===== config.mk =====
export PLATFORM = sky130hd
export DESIGN_NAME = bf_decrypt_core_flat
export DESIGN_NICKNAME = d
export VERILOG_FILES = /design/src/rtl/bf_decrypt_core_pkg.sv /design/src/rtl/bf_decrypt_core_if.sv /design/src/rtl/bf_decrypt_core_feistel.sv /design/src/rtl/bf_decrypt_core.sv /design/src/flat_wrapper.sv
export SDC_FILE = /design/constraint.sdc
export NUM_CORES = 1
export LEC_CHECK = 0
export BUFFER_PORTS_ARGS = -buffer_cell sky130_fd_sc_hd__buf_2
export CORE_UTILIZATION = 45
export CTS_CLUSTER_SIZE = 16
export DETAILED_ROUTE_END_ITERATION = 8
export HOLD_SLACK_MARGIN = 0.06
export PLACE_DENSITY = 0.71
export SYNTH_ARGS = -nofsm -noshare
export SYNTH_HDL_FRONTEND = slang
export SYNTH_SLANG_ARGS = --single-unit

===== constraint.sdc =====
create_clock -name clk -period 2.6 [get_ports clk]
set_clock_uncertainty 0.2 [all_clocks]
set_input_delay 0.13 -clock clk [delete_from_list [all_inputs] [get_ports clk]]
set_output_delay 0.13 -clock clk [all_outputs]
set_load 0.005 [all_outputs]

===== src/rtl/bf_decrypt_core_pkg.sv =====
// bf_pkg: shared types and constants for the Blowfish block core.
//   bf_state_t : FSM states (IDLE, RA, RB, F1, F2, DONE)
//   bf_half_t  : 32-bit half block
//   N_ROUNDS / P_WORDS / P_LAST / BF_LATENCY : algorithm and timing constants
package bf_pkg;

   localparam int WIDTH      = 32;
   localparam int N_ROUNDS   = 16;
   localparam int P_WORDS    = 18;
   localparam int P_LAST     = 17;
   // Cycles from the accepting edge until out_valid is visible:
   // 32 round cycles + F1 + F2 + the first DONE cycle.
   localparam int BF_LATENCY = 35;

   typedef logic [WIDTH-1:0] bf_half_t;

   typedef enum logic [2:0] {
      IDLE,
      RA,
      RB,
      F1,
      F2,
      DONE
   } bf_state_t;

endpackage


===== src/rtl/bf_decrypt_core_if.sv =====
// bf_decrypt_core_if: block stream handshake plus the read ports of the
// external P-array / S-box RAMs.
//   in_valid/in_ready/in_block    : ciphertext input ([63:32]=xL, [31:0]=xR)
//   out_valid/out_ready/out_block : plaintext output
//   p_addr/p_rdata                : P-array read, data one cycle after address
//   sbox_addr[k]/sbox_data[k]     : S-box k read, data one cycle after address
//   mode (BF_ENCRYPT_EN builds)   : 1=encrypt, 0=decrypt, sampled with in_block
// master = environment (block source/sink and RAM owner), slave = the core.
interface bf_decrypt_core_if;
   import bf_pkg::*;

   logic            in_valid;
   logic            in_ready;
   logic [63:0]     in_block;
   logic            out_valid;
   logic            out_ready;
   logic [63:0]     out_block;
   logic [4:0]      p_addr;
   bf_half_t        p_rdata;
   logic [3:0][7:0] sbox_addr;
   logic [3:0][31:0] sbox_data;
`ifdef BF_ENCRYPT_EN
   logic            mode;
`endif

   modport master (
      output in_valid, in_block, out_ready, p_rdata, sbox_data,
`ifdef BF_ENCRYPT_EN
      output mode,
`endif
      input  in_ready, out_valid, out_block, p_addr, sbox_addr
   );

   modport slave (
      input  in_valid, in_block, out_ready, p_rdata, sbox_data,
`ifdef BF_ENCRYPT_EN
      input  mode,
`endif
      output in_ready, out_valid, out_block, p_addr, sbox_addr
   );

endinterface


===== src/rtl/bf_decrypt_core_feistel.sv =====
// bf_feistel_f: Blowfish round function, purely combinational.
//   s0..s3 : S-box words S0[a], S1[b], S2[c], S3[d]
//   f      : ((s0 + s1) ^ s2) + s3, additions modulo 2^32
module bf_feistel_f
   import bf_pkg::*;
(
   input  bf_half_t s0,
   input  bf_half_t s1,
   input  bf_half_t s2,
   input  bf_half_t s3,
   output bf_half_t f
);

   bf_half_t sum01;
   bf_half_t mix;

   assign sum01 = s0 + s1;
   assign mix   = sum01 ^ s2;
   assign f     = mix + s3;

endmodule


===== src/rtl/bf_decrypt_core.sv =====
// bf_decrypt_core: iterative Blowfish block decryptor (16 Feistel rounds,
// P-array applied P17 down to P0). P-array and S-boxes are external
// synchronous RAMs; this core only drives their read addresses.
//   clk     : clock
//   reset_l : asynchronous active-low reset
//   bus     : bf_decrypt_core_if.slave (block handshake + RAM read ports)
// Optional macro BF_ENCRYPT_EN adds bus.mode: 1 selects the ascending
// (encrypt) P order 0..17, 0 keeps decryption.
// Each round takes two cycles: RA folds in P and issues the S-box reads,
// RB consumes the S-box data and swaps halves.
module bf_decrypt_core
   import bf_pkg::*;
(
   input  logic             clk,
   input  logic             reset_l,
   bf_decrypt_core_if.slave bus
);

   bf_state_t       state_reg;
   bf_half_t        xl_reg;
   bf_half_t        xr_reg;
   logic [4:0]      idx_reg;
   logic            in_ready_reg;
   logic            out_valid_reg;
   logic [63:0]     out_block_reg;
`ifdef BF_ENCRYPT_EN
   logic            enc_reg;
`endif

   bf_half_t        t_val;
   bf_half_t        f_val;
   logic [4:0]      idx_next;
   logic            last_round;
   logic [4:0]      p_addr_sel;
   logic [3:0][7:0] sbox_addr_sel;

   // P word arriving this cycle folded into the left half (valid in RA).
   assign t_val = xl_reg ^ bus.p_rdata;

   // S-box k is addressed by byte k of t, byte 0 being the most significant.
   generate
      for (genvar gi = 0; gi < 4; gi++) begin : g_sbox_addr
         assign sbox_addr_sel[gi] = (state_reg == RA) ? t_val[31-8*gi -: 8] : 8'h00;
      end
   endgenerate

   bf_feistel_f u_feistel (
      .s0 (bus.sbox_data[0]),
      .s1 (bus.sbox_data[1]),
      .s2 (bus.sbox_data[2]),
      .s3 (bus.sbox_data[3]),
      .f  (f_val)
   );

`ifdef BF_ENCRYPT_EN
   assign idx_next   = enc_reg ? (idx_reg + 5'd1) : (idx_reg - 5'd1);
   assign last_round = enc_reg ? (idx_next == 5'(N_ROUNDS)) : (idx_next == 5'd1);
`else
   assign idx_next   = idx_reg - 5'd1;
   assign last_round = (idx_next == 5'd1);
`endif

   // The RAM read is one cycle deep, so every state addresses the word the
   // following state consumes: IDLE->first RA, RB->next RA, F1->F2.
   always_comb begin
      p_addr_sel = 5'(P_LAST);
      case (state_reg)
         IDLE: begin
`ifdef BF_ENCRYPT_EN
            p_addr_sel = bus.mode ? 5'd0 : 5'(P_LAST);
`else
            p_addr_sel = 5'(P_LAST);
`endif
         end
         RA: p_addr_sel = idx_reg;
         RB: p_addr_sel = idx_next;
         F1: begin
`ifdef BF_ENCRYPT_EN
            p_addr_sel = enc_reg ? 5'(P_LAST) : 5'd0;
`else
            p_addr_sel = 5'd0;
`endif
         end
         default: p_addr_sel = 5'(P_LAST);
      endcase
   end

   always_ff @(posedge clk or negedge reset_l) begin
      if (!reset_l) begin
         state_reg     <= IDLE;
         xl_reg        <= '0;
         xr_reg        <= '0;
         idx_reg       <= '0;
         in_ready_reg  <= 1'b1;
         out_valid_reg <= 1'b0;
         out_block_reg <= '0;
`ifdef BF_ENCRYPT_EN
         enc_reg       <= 1'b0;
`endif
      end else begin
         case (state_reg)
            IDLE: begin
               if (bus.in_valid) begin
                  xl_reg       <= bus.in_block[63:32];
                  xr_reg       <= bus.in_block[31:0];
`ifdef BF_ENCRYPT_EN
                  enc_reg      <= bus.mode;
                  idx_reg      <= bus.mode ? 5'd0 : 5'(P_LAST);
`else
                  idx_reg      <= 5'(P_LAST);
`endif
                  in_ready_reg <= 1'b0;
                  state_reg    <= RA;
               end
            end
            RA: begin
               xl_reg    <= t_val;
               state_reg <= RB;
            end
            RB: begin
               xl_reg    <= xr_reg ^ f_val;
               xr_reg    <= xl_reg;
               idx_reg   <= idx_next;
               state_reg <= last_round ? F1 : RA;
            end
            F1: begin
               // undo the last round's swap and fold in the second-to-last P
               xl_reg    <= xr_reg;
               xr_reg    <= xl_reg ^ bus.p_rdata;
               state_reg <= F2;
            end
            F2: begin
               xl_reg        <= xl_reg ^ bus.p_rdata;
               out_block_reg <= {xl_reg ^ bus.p_rdata, xr_reg};
               out_valid_reg <= 1'b1;
               state_reg     <= DONE;
            end
            DONE: begin
               if (bus.out_ready) begin
                  out_valid_reg <= 1'b0;
                  in_ready_reg  <= 1'b1;
                  state_reg     <= IDLE;
               end
            end
            default: state_reg <= IDLE;
         endcase
      end
   end

   assign bus.in_ready  = in_ready_reg;
   assign bus.out_valid = out_valid_reg;
   assign bus.out_block = out_block_reg;
   assign bus.p_addr    = p_addr_sel;
   assign bus.sbox_addr = sbox_addr_sel;

endmodule


===== src/flat_wrapper.sv =====
// flat-port wrapper written by rule: the top's interface ports become plain ports
module bf_decrypt_core_flat import bf_pkg::*;
  (clk, reset_l, bus_in_valid, bus_in_block, bus_out_ready, bus_p_rdata, bus_sbox_data, bus_in_ready, bus_out_valid, bus_out_block, bus_p_addr, bus_sbox_addr);
  bf_decrypt_core_if bus_i ();
  input  logic clk;
  input  logic reset_l;
  input wire logic [$bits(bus_i.in_valid)-1:0] bus_in_valid;
  input wire logic [$bits(bus_i.in_block)-1:0] bus_in_block;
  input wire logic [$bits(bus_i.out_ready)-1:0] bus_out_ready;
  input wire logic [$bits(bus_i.p_rdata)-1:0] bus_p_rdata;
  input wire logic [$bits(bus_i.sbox_data)-1:0] bus_sbox_data;
  output wire logic [$bits(bus_i.in_ready)-1:0] bus_in_ready;
  output wire logic [$bits(bus_i.out_valid)-1:0] bus_out_valid;
  output wire logic [$bits(bus_i.out_block)-1:0] bus_out_block;
  output wire logic [$bits(bus_i.p_addr)-1:0] bus_p_addr;
  output wire logic [$bits(bus_i.sbox_addr)-1:0] bus_sbox_addr;
  assign bus_i.in_valid = bus_in_valid;
  assign bus_i.in_block = bus_in_block;
  assign bus_i.out_ready = bus_out_ready;
  assign bus_i.p_rdata = bus_p_rdata;
  assign bus_i.sbox_data = bus_sbox_data;
  assign bus_in_ready = bus_i.in_ready;
  assign bus_out_valid = bus_i.out_valid;
  assign bus_out_block = bus_i.out_block;
  assign bus_p_addr = bus_i.p_addr;
  assign bus_sbox_addr = bus_i.sbox_addr;
  bf_decrypt_core u_core (.clk(clk), .reset_l(reset_l), .bus(bus_i));
endmodule

# Word level (Yosys, flattened, before mapping)
# Cells that the tools add are included.
classes:
  reduce_logical: 13
  mul: 0
  n_mux: 20
  magnitude_cmp: 0
  shift: 0
  eq_ne: 8
  div_mod_pow: 0
  add_sub_neg: 3
  bitwise: 3
ops:
  columns: ["operator", "n"]
  rows:
  - ["32-bit case mux with 4 select lines", 1]
  - ["32-bit case mux with 3 select lines", 1]
  - ["32-bit XOR", 3]
  - ["32-bit adder", 2]
  - ["32-bit 2-to-1 mux", 2]
  - ["8-bit 2-to-1 mux", 4]
  - ["3-bit case mux with 6 select lines", 1]
  - ["5-bit case mux with 3 select lines", 1]
  - ["5-bit case mux with 2 select lines", 1]
  - ["2-bit AND reduction", 5]
  - ["3-bit by 2-bit equality test with 1-bit output, second input constant", 2]
  - ["3-bit equality test, second input constant", 2]
  - ["3-bit 2-to-1 mux", 2]
  - ["2-bit nonzero test", 3]
  - ["5-bit by 1-bit equality test with 1-bit output, second input constant", 1]
  - ["5-bit 2-to-1 mux", 1]
  - ["5-bit by 1-bit subtractor with 5-bit output, second input constant", 1]
  - ["2-bit inequality test, second input constant", 2]
  - ["1-bit case mux with 2 select lines", 2]
  - ["4-bit nonzero test", 1]
  - ["3-bit by 1-bit equality test with 1-bit output, second input constant", 1]
  - ["3-bit logical NOT", 1]
  - ["1-bit 2-to-1 mux", 3]
  - ["3-bit AND reduction", 1]
  - ["3 further kinds", 3]
word_totals:
  mem_count: 0
  wordCells: 54
  ff_bits: 138
  latch_bits: 0
  output_inout_bits: 103
  in_bits: 228
  romBits: 0
  ramBits: 0

# Logic depth before layout (Yosys ltp)
depth:
  word_depth: 5
  mapped_depth: 21
  mapped_depth_nobuf: 21

# By module
# A second synthesis with hierarchy kept.
unflattened:
  hier_cells: 1370
  area_unflattened_um2: 11891.4
by_module_without_submodules:
  columns: ["module", "cells_per_inst", "n_inst", "seq_area_each_um2", "area_per_inst_um2"]
  rows:
  - ["bf_decrypt_core", 873, 1, 3454.6, 8311.7]
  - ["bf_feistel_f", 497, 1, 0.0, 3579.7]

# Worst setup path before layout
# No wires, ideal clock.
synth_path:
  kind: "input port to flip-flop"
  startpoint: "in bus_sbox_data[0]"
  endpoint: "reg u_core.xl_reg[28]"
  required_time_ns: 2.269
  n_path_buf: 0
  setup_ns: 0.131
  path_stages: 21
  t_arrival_ns: 4.536
  slack_ns: -2.267
  cell_sequence: "ha_1 > fa_1 > a21o_1 > a21o_1 > a211oi_1 > o31ai_1 > a21oi_1 > o21ai_0 > a21o_1 > a21oi_1 > xnor2_1 > ha_1 > and3_4 > a221o_1 > a211o_1 > or3_4 > a41oi_4 > o211ai_2 > a31oi_1 > xnor2_1 > o21ai_1"
synth_via:
  elab_chain_len: 5
synth_lines:
  columns: ["element", "line", "rtl"]
  rows:
  - ["from (decl)", "flat_wrapper.sv:11", "input wire logic [$bits(bus_i.sbox_data)-1:0] bus_sbox_data;"]
  - ["32-bit adder", "bf_decrypt_core_feistel.sv:17", "assign sum01 = s0 + s1;"]
  - ["32-bit XOR", "bf_decrypt_core_feistel.sv:18", "assign mix = sum01 ^ s2;"]
  - ["32-bit adder", "bf_decrypt_core_feistel.sv:19", "assign f = mix + s3;"]
  - ["32-bit XOR", "bf_decrypt_core.sv:121", "xl_reg <= xr_reg ^ f_val;"]
  - ["32-bit case mux with 4 select lines", "bf_decrypt_core.sv:101", "case (state_reg)"]
  - ["to (signal assigned)", "bf_decrypt_core.sv:104", "xl_reg <= bus.in_block[63:32];"]
  - ["to (signal assigned)", "bf_decrypt_core.sv:121", null]
  - ["to (signal assigned)", "bf_decrypt_core.sv:128", "xl_reg <= xr_reg;"]
  - ["to (decl)", "bf_decrypt_core.sv:20", "bf_half_t xl_reg;"]
# Every way passes these cells.
# A chain may end at the register's enable or synchronous reset.

# Final worst setup path
layout_path:
  startpoint: "in bus_sbox_data[32]"
  endpoint: "reg u_core.xl_reg[28]"
# The elaborated chain is that of the path after synthesis.

==> results.toml <==
[clock_tree]
cts_tree = "built"
clkTransAtPathRegs_ns = 0.06
cts_buffers = 17
worst_skew_pair.late_latency_ns = 0.43
clock-sinks = 138
cts_root_buf = "clkbuf_16"
htree_levels = 4
clock_path_buffers = 2

[route]
vias = 13100
routed_wl_mm = 42.1
firstDrtPassIters = 5
first_iter_violations = 933
drc = 0
wl_per_cell_um = 17.5
via_per_inst = 5.43
ant_nets = 0

[timing]
max_freq_mhz = 233
rsz0062_at_grt = "yes"
period_share_pct = 165
drv_slew = 0
setup_ws_ns = -1.70
whs_ns = 0.0923
setup_viol = 28
finalHoldViolCount = 0
slew_headroom_pct = 14.4
period_needed_ns = 4.30
worst_pin_slew_ns = 1.28

[synthesis]
synth_top_area_share_pct = 30.5
synth-edff-count = 0
synth_top_cell_by_area = "dfrtp_1"
synthArstFlopShare_pct = 100
netlist_instances = 1445
syn_avg_cell_area_um2 = 7.77
ys_warn_count = 0
synth_common_cells = "269 x nand2_1, 160 x a21oi_1, 140 x nor2_1"
ys_seq_area_share_pct = 30.8
synth_area_mm2 = 0.0112
synth_seq_cells = 138
synthTopCellsByArea = "dfrtp_1 31%, xnor2_1 9.1%, nand2_1 9.0%"
synthFlopType = "dfrtp_1"
syn-num-nets = 1744
synth_most_common_cell = "nand2_1"
synth_cell_types = 70

[floorplan]
core_region_area_mm2 = 0.0244
dieArea_mm2 = 0.0256
io_pins = 331
start_util_pct = 46.0
die_h_um = 160
die_w_um = 160
rows = 57

[worst_setup_path]
arrival_ns = 4.40
crit_type = "input port to flip-flop"
endpoint_kind = "flip-flop"
startpoint_type = "input port"
cp.required_ns = 2.70
cp_max_fo = 8

[finish]
drive_gt1_share_pct = 34.6
layout.nets = 2366
areaGrowthSynthToFinish_pct = 53.8
stdcell_area_mm2 = 0.0173
largest_reg_flops = 64
multi_input_area_mm2 = 0.00806
n_fill_cell = 1969
ff_latch_area_mm2 = 0.00346

[power]
leakagePower_nw = 8.31
ir_drop_uv = 702
p_total_mw = 17.8
clkPwrFrac_pct = 14.0
intPower_mw = 9.76
p_per_area_mw_per_mm2 = 1030
switching_share_pct = 45.2
p_sw_mw = 8.04
seqPwrFrac_pct = 23.8
pwr-share-comb_pct = 62.2

[global_routing]
grt_pass1_vias = 12700
antenna_found_initial = 1
grt_max_degree = 65
grt_remaining_overflow = 0
grtUsageTotal_pct = 32.6
grt_pass1_wl_mm = 66.3

[run]
maxCapViolCount = 0

[placed_design]
hpwl_mm = 30.7
dpl_cell_area_mm2 = 0.0148
place.port_buffers = 330
dp_slack_ns = -2.31
place.gp.congestion = 0.968

[worst_hold_path]
min_path_type = "input port to flip-flop"

[outcome]
status = "finished with violations"
violations = "negative setup slack"
==> final cells by class <==
type,count,area share (%)
diodes,2,0.0290
clock buffers,21,2.78
clock inverters,9,0.667
inverters,23,0.500
multi-input cells,1209,46.7
flip-flops and latches,138,20.0
well taps,324,2.35
repair buffers,678,26.9
==> power by group through the flow <==
stage               logic (mW)  clock network (mW)  registers [mW]
floorplan                 6.27                   0            3.98
global placement          9.67                   0            4.19
detailed placement        9.87                   0            4.22
CTS                       10.5                2.50            4.20
global route              12.1                2.58            4.36
finish                    11.1                2.48            4.24
==> layout by cell type, fill, tap and decap left out, types with 5 or more instances in the layout <==
cell type,instances
nand4_1,8
a221o_1,5
o21ai_0,88
nor3_1,14
a31oi_1,7
a21o_1,31
o31ai_1,5
or2_2,5
dfrtp_1,134
xor2_1,59
o21ai_1,25
ha_1,64
xnor2_1,102
o21a_1,6
a211oi_1,29
o21ai_2,8
clkbuf_16,17
nand3_1,18
inv_1,21
buf_4,224
and3_1,8
o211ai_1,9
dlygate4sd3_1,105
a21oi_1,147
nor2_1,135
a21oi_2,9
buf_2,327
o22ai_1,19
buf_6,18
xnor2_2,11
nand2_2,6
a211o_1,5
nand2_1,263
nand2b_1,7
or3_1,6
==> through the flow <==
stage	TNS, ns	util [%]	cells
6_report	-30.68	70.8	2404
3_3_place_gp	-42.58	60.7	2239
3_5_place_dp	-44.63	60.7	2239
5_1_grt	-35.53	70.8	2403
4_1_cts	-30.72	69.1	2388
2_1_floorplan	-29.91	-	1445
==> routing by layer <==
| layer | wire length, um | track usage [%] | vias to the layer above | share of wire [%] |
|---|---|---|---|---|
| li1 | - | - | 6293 | - |
| met1 | 17600 | 42.5 | 6083 | 42 |
| met2 | 19700 | 53.8 | 592 | 47 |
| met3 | 3500 | 6.21 | 92 | 8.3 |
| met4 | 1270 | 11.6 | 0 | 3.0 |
| met5 | 0 | 0 | - | 0 |
==> final timing paths <==
check / startpoint / end / slack (ns) / depth (start not counted)
max in group asynchronous: reset_l / u_core.state_reg[2] / 1.17 / 4
hold reg to reg: u_core.bus.out_block[25] / u_core.bus.out_block[25] / 0.27 / 2
hold / removal: bus_in_block[38] / u_core.xl_reg[6] / 0.09 / 4
setup reg to reg: u_core.state_reg[1] / u_core.xl_reg[28] / 0.11 / 6
setup / recovery: bus_sbox_data[32] / u_core.xl_reg[28] / -1.70 / 22
min in group asynchronous: reset_l / u_core.xr_reg[31] / 0.46 / 3
==> critical path, stage by stage <==
cell and delay, ns:
buf_6 0.10, ha_4 0.16, fa_2 0.34, a21o_1 0.19
a21o_1 0.19, a211oi_4 0.27, buf_4 0.18, nor4_4 0.05
o21ai_2 0.19, buf_4 0.14, nand2_1 0.05, xnor2_1 0.12
ha_1 0.31, buf_4 0.18, a221o_1 0.35, a211o_1 0.28
or3_4 0.41, a41oi_4 0.23, o211ai_2 0.10, a31oi_1 0.19
xnor2_1 0.15, o21ai_1 0.07
==> kinds of logic after synthesis <==
kind of cell,count (synthesis),share of synthesized area (%)
adder cells (fa/ha/maj),71,8.05
XOR/XNOR,177,13.9
AND/OR/NAND/NOR,507,19.0
AO/OA/AOI/OAI,450,24.5
buffers and inverters,98,3.43
flip-flops,138,30.8
multiplexers,4,0.357
==> repair_timing <==
item                       in CTS  in global routing
hold buffers                  106                  0
gates cloned                    0                  0
gates resized for setup        62                 61
pin swaps                      72                 49
hold endpoints to repair      238                  0
buffers inserted               15                 17
setup endpoints to repair      59                 64
Power figures use the tool's default switching activity.
